**src/rtl/pipe_stage.sv**
```systemverilog
// pipe_stage: elastic ready/valid pipeline stage with a two-entry skid buffer, flush and bubble masking.
// Optional performance counters are built when PIPE_STAGE_PERF_EN is defined.
module pipe_stage #(
    parameter int WIDTH          = 32,
    parameter bit ZERO_ON_BUBBLE = 1'b1,
    parameter int CNT_W          = 16
) (
    input  logic             clk,
    input  logic             rst,
    input  logic             flush,
    input  logic             in_valid,
    output logic             in_ready,
    input  logic [WIDTH-1:0] in_data,
    output logic             out_valid,
    input  logic             out_ready,
    output logic [WIDTH-1:0] out_data,
    output logic [1:0]       occupancy,
    output logic [CNT_W-1:0] stall_cnt,
    output logic [CNT_W-1:0] bubble_cnt
);
    localparam logic [1:0] EMPTY = 2'd0;
    localparam logic [1:0] ONE   = 2'd1;
    localparam logic [1:0] TWO   = 2'd2;

    logic             main_valid;
    logic             skid_valid;
    logic [WIDTH-1:0] main_data;
    logic [WIDTH-1:0] skid_data;
    logic             accept;
    logic             emit;
    logic             load_main_in;
    logic             load_main_skid;
    logic             load_skid;

    assign in_ready  = ~skid_valid;
    assign out_valid = main_valid;
    assign accept    = in_valid & in_ready;
    assign emit      = main_valid & out_ready;
    assign occupancy = skid_valid ? TWO : main_valid ? ONE : EMPTY;
    assign out_data  = (ZERO_ON_BUBBLE && !main_valid) ? '0 : main_data;

    // Decide where an incoming or skidded entry goes this cycle; skid only fills when main stays blocked.
    always_comb begin
        load_main_in   = accept & (~main_valid | emit);
        load_main_skid = skid_valid & emit;
        load_skid      = accept & main_valid & ~emit;
    end

    // Valid bits: reset beats flush, flush empties both entries, skid refills main on emit.
    always_ff @(posedge clk) begin
        if (rst) begin
            main_valid <= 1'b0;
            skid_valid <= 1'b0;
        end else if (flush) begin
            main_valid <= 1'b0;
            skid_valid <= 1'b0;
        end else begin
            main_valid <= load_main_in | (main_valid & ~emit) | skid_valid;
            skid_valid <= load_skid | (skid_valid & ~emit);
        end
    end

    // Payload registers; a flush discards whatever would have been captured that cycle.
    always_ff @(posedge clk) begin
        if (rst) begin
            main_data <= '0;
            skid_data <= '0;
        end else if (!flush) begin
            if (load_main_in) main_data <= in_data;
            else if (load_main_skid) main_data <= skid_data;
            if (load_skid) skid_data <= in_data;
        end
    end

`ifdef PIPE_STAGE_PERF_EN
    logic [CNT_W-1:0] stall_q;
    logic [CNT_W-1:0] bubble_q;

    // Saturating stall/bubble counters, cleared only by reset.
    always_ff @(posedge clk) begin
        if (rst) begin
            stall_q  <= '0;
            bubble_q <= '0;
        end else begin
            if (main_valid && !out_ready && !(&stall_q)) stall_q <= stall_q + CNT_W'(1);
            if (!main_valid && !(&bubble_q)) bubble_q <= bubble_q + CNT_W'(1);
        end
    end

    assign stall_cnt  = stall_q;
    assign bubble_cnt = bubble_q;
`else
    assign stall_cnt  = '0;
    assign bubble_cnt = '0;
`endif
endmodule

```
**config.mk**
```make
export PLATFORM = sky130hd
export DESIGN_NAME = pipe_stage
export DESIGN_NICKNAME = d
export VERILOG_FILES = /design/src/rtl/pipe_stage.sv
export SDC_FILE = /design/constraint.sdc
export NUM_CORES = 1
export LEC_CHECK = 0
export BUFFER_PORTS_ARGS = -buffer_cell sky130_fd_sc_hd__buf_2
export CORE_MARGIN = 4
export CORE_UTILIZATION = 50
export CTS_CLUSTER_SIZE = 25
export DETAILED_ROUTE_END_ITERATION = 12
export PLACE_DENSITY = 0.86
export SYNTH_ARGS = -nofsm -noshare
export SYNTH_HDL_FRONTEND = slang
export SYNTH_SLANG_ARGS = --single-unit
export TNS_END_PERCENT = 1
```
**constraint.sdc**
```tcl
create_clock -name clk -period 2.2 [get_ports clk]
set_clock_uncertainty 0.15 [all_clocks]
set_input_delay 0.11 -clock clk [delete_from_list [all_inputs] [get_ports clk]]
set_output_delay 0.11 -clock clk [all_outputs]
set_load 0.02 [all_outputs]
```
=== After elaboration in Yosys (flattened, before gate mapping) ===
Cells that the tools add are included.

* Mux-type cells: 5
* Bitwise gates (word level): 16
* Reduce and logical (&&, ||, !) cells: 4

{| class="wikitable"
|+ Operators by type and width
! operator !! count
|-
| two-way mux 32 bit || 3
|-
| bitwise AND 1 bit || 8
|-
| NOT 1 bit || 4
|-
| bitwise OR 1 bit || 4
|-
| AND reduction 2 bit || 2
|-
| two-way mux 2 bit || 1
|-
| nonzero test 2 bit || 1
|-
| OR reduction 2 bit || 1
|-
| two-way mux 1 bit || 1
|}

* Flip-flop bits (word level): 66
* Bits of input ports: 37
* Output and inout port bits: 68
* Word-level logic and storage cells: 29

=== Longest topological paths before layout ===
* Word-level depth: 5
* Depth in mapped cells: 6
* Depth with buffers taken out: 3

=== Least setup slack after synthesis ===
OpenSTA, ideal clock, no wires.

* Kind: register to register
* From: register main_valid (netlist: out_valid)
* To: register skid_data[10]
* Library setup time: 0.070 ns
* Data arrival time: 1.320 ns
* Required time: 1.980 ns
* Path slack: 0.660 ns
* Cell stages (with the launch flop): 7
* Path buffers: 3
* Period minus slack after synthesis: 1.540 ns
* Path through: dfxtp_1 -> buf_2 -> and4bb_1 -> buf_2 -> buf_2 -> nand3_1 -> a21oi_1

* Longest elaborated chain between the ends: 4
* Elaborated cells between the ends (all ways): 5
* Classes of those cells: bitwise: 4; reduce/logical: 1

{| class="wikitable"
|+ RTL lines
! element !! line !! source
|-
| start: declaration || 25 || <nowiki>logic main_valid;</nowiki>
|-
| start signal: assignment || 58 || <nowiki>main_valid <= load_main_in | (main_valid & ~emit) | skid_valid;</nowiki>
|-
| bitwise AND 1 bit || 38 || <nowiki>assign emit = main_valid & out_ready;</nowiki>
|-
| NOT 1 bit || 46 || <nowiki>load_skid = accept & main_valid & ~emit;</nowiki>
|-
| bitwise AND 1 bit * || 46 ||
|-
| AND reduction 2 bit (no line) * || - ||
|-
| end signal: assignment || 71 || <nowiki>if (load_skid) skid_data <= in_data;</nowiki>
|-
| end: declaration || 28 || <nowiki>logic [WIDTH-1:0] skid_data;</nowiki>
|}

Mark *: on every way between the ends. The rest lies on a longest branch, timed or not.
A chain may end at the register's enable or synchronous reset.

=== Worst setup path after layout ===
* From: register main_valid (netlist: out_valid)
* To: register skid_data[31]

The elaborated chain is that of the path after synthesis.

==> run metrics <==
max-slew violation count 0; GRT Util Overall 22.8%; critical path type register to register; DR vias 3227; Synth Instances 382; IO buf count 72; synthesized cell area 3500 sq um; total gr overflow 0; Pre-antenna DRT Iters 5; CP max stage cell dlygate4sd3_1; final critical-path required period 2.11 ns; WL/cell 17.0 um; CTS sink count 66; max_cap viols 0; setup violators final 0; CP Launch Type register; Lkg Pwr 1.78 nW; H-tree levels 3; first-pass GRT wire length 15400 um; CP required 2.28 ns; final core occ 63.7%; RePlAce Congestion 0.807; Max Root-Sink Buffers 2; vias in the first global route 3039; cells along the critical path buf_6, nand4bb_1, buf_4, o21ai_0, a21oi_1, dlygate4sd3_1; CTS tree done; CP max stage delay 0.58 ns; Row Count 30; Via density 5.65; Iteration-0 DRC Markers 222; HPWL after DPL 5930 um; post-route ant nets 0; setup TNS 0 ns; sequential element share of the synthesized area 37.7%; Synth Register Bits 66; share of layout cells above drive strength 1 27.8%; post-layout worst setup margin 0.0902 ns; Worst-Margin Slew 1.05 ns; FMAX 474 MHz; NumNets Final 508; Final period util 95.9%; status complete, no violations; initial antenna violation count 0; num ports 105; Placed Cells 517; Die ar. 8410 sq um; pre-CTS setup slack 0.456 ns; CP arrival 2.19 ns; Power Density 624 nW/um^2; Post-Layout Cell Count 571; final hold viol count 0; area grow syn2layout 23.5%; largest net degree at the start of global routing 35; Starting Density 51.6%; Mean Syn Cell Area 9.17 sq um; worst skew pair latency 0.35 ns; Die X 91.7 um; hold_ws 0.0763 ns; Die Ht 91.7 um; post-synth cell types 25; core area 6790 sq um; RSZ-0062 raised after global routing false; maximum VDD drop 0.392 mV; Rel. slew slack 30.2%; Diodes inserted 0; worst hold path type input port to register; drt drc 0; Routed WL 9730 um; Crit Path Max Fanout 21; Crit. End Element register; Synth Warn # 0; total CTS buffers 9; Root Driver clkbuf_8; CTS clock-pin slew for the worst setup and hold paths 0.07 ns
==> registers in the layout, summed over array words and instances (netlist names) <==
register,cells
skid_valid,1
skid_data,32
out_valid,1
main_data,32
==> layer usage <==
layer	share of wire [%]	wire length, um	up-vias	GRT usage (%)
met2	49	4790	171	37.9
met1	40	3900	1529	27.9
met4	3.1	304	0	11.6
li1	-	-	1496	-
met3	7.5	727	31	4.76
met5	0	0	-	0
==> cells by family after synthesis <==
logic type / after synthesis / share of synthesized area (%)
flip-flops: 66 / 37.7
AND/OR/NAND/NOR: 72 / 12.1
other: 1 / 0.107
buffers and inverters: 79 / 14.1
AO/OA/AOI/OAI: 132 / 26.9
multiplexers: 32 / 9.14
==> worst paths after layout <==
kind,start,endpoint,cells after the start,slack [ns]
worst max-delay path,out_valid,skid_data[31],6,0.09
worst min-delay path,flush,out_valid,2,0.08
worst max register to register,out_valid,skid_data[31],6,0.09
worst min register to register,skid_data[0],skid_data[0],2,0.33
==> through the flow <==
| step | power, mW | instance area (sq um) |
|---|---|---|
| 2_1_floorplan | 1.63 | 3620 |
| 3_5_place_dp | 1.68 | 3750 |
| 6_report | 2.70 | 4330 |
| 5_1_grt | 2.79 | 4330 |
| 3_3_place_gp | 1.67 | 3750 |
| 4_1_cts | 2.70 | 4310 |
==> synthesized netlist by cell type <==
cell type / number / share of area, %
o21ai_0: 32 / 4.6
nor2_1: 1 / 0.11
o21ba_1: 1 / 0.29
buf_4: 36 / 7.7
a31oi_1: 32 / 5.7
buf_8: 3 / 1.3
clkbuf_1: 25 / 2.7
and4bb_1: 1 / 0.36
buf_2: 10 / 1.4
a211oi_1: 3 / 0.64
nand4bb_1: 1 / 0.32
mux2i_1: 32 / 9.1
dfxtp_1: 66 / 38
and2_1: 32 / 5.7
buf_6: 2 / 0.64
and3_4: 1 / 0.32
conb_1: 1 / 0.11
a2111oi_0: 1 / 0.25
nand2b_1: 2 / 0.36
inv_1: 2 / 0.21
nand3_1: 32 / 4.6
a211oi_2: 30 / 11
a21oi_1: 33 / 4.7
nor2b_1: 2 / 0.36
buf_1: 1 / 0.11
==> timing repair <==
action                                 CTS  global route
gates resized for setup                  0             3
hold buffers                            38             0
buffers inserted                         0             1
setup endpoints to repair                0             3
endpoints found under the hold margin   38             0
==> critical path, delay by kind of cell, from the launching register on <==
family / cells / cell delay, ns
buf+inv: 3 / 1.02
flops: 1 / 0.41
compound gates: 2 / 0.27
simple gates: 1 / 0.15
==> cells in the final DEF, fill, tap and decap left out, drive strengths merged <==
cell type and count:
nand3 32, dfxtp 66, clkinv 2, clkbuf 12, bufinv 1, a31oi 32, a21oi 33, a2111oi 1
inv 2, nand4bb 1, dlygate4sd3 38, mux2i 32, nand2b 2, buf 86, conb 32, o21ai 32
a211oi 33, nor2b 2, and4bb 1, o21ba 1, and3 1, nor2 1, and2 32
==> power breakdown <==
part | total [mW] | switching, mW | internal, mW
clock network | 0.982 | 0.437 | 0.545
logic | 0.453 | 0.273 | 0.180
registers | 1.27 | 0.0251 | 1.24
==> cell type report <==
cell class | count | area (sq um)
fillers | 557 | 2470
multi-input cells | 268 | 1820
flip-flops and latches | 66 | 1320
repair buffers | 124 | 875
clock buffers | 12 | 145
well taps | 96 | 120
clock inverters | 3 | 40.0
inverters | 2 | 7.51
No activity file was read; power rests on OpenSTA's default activity.
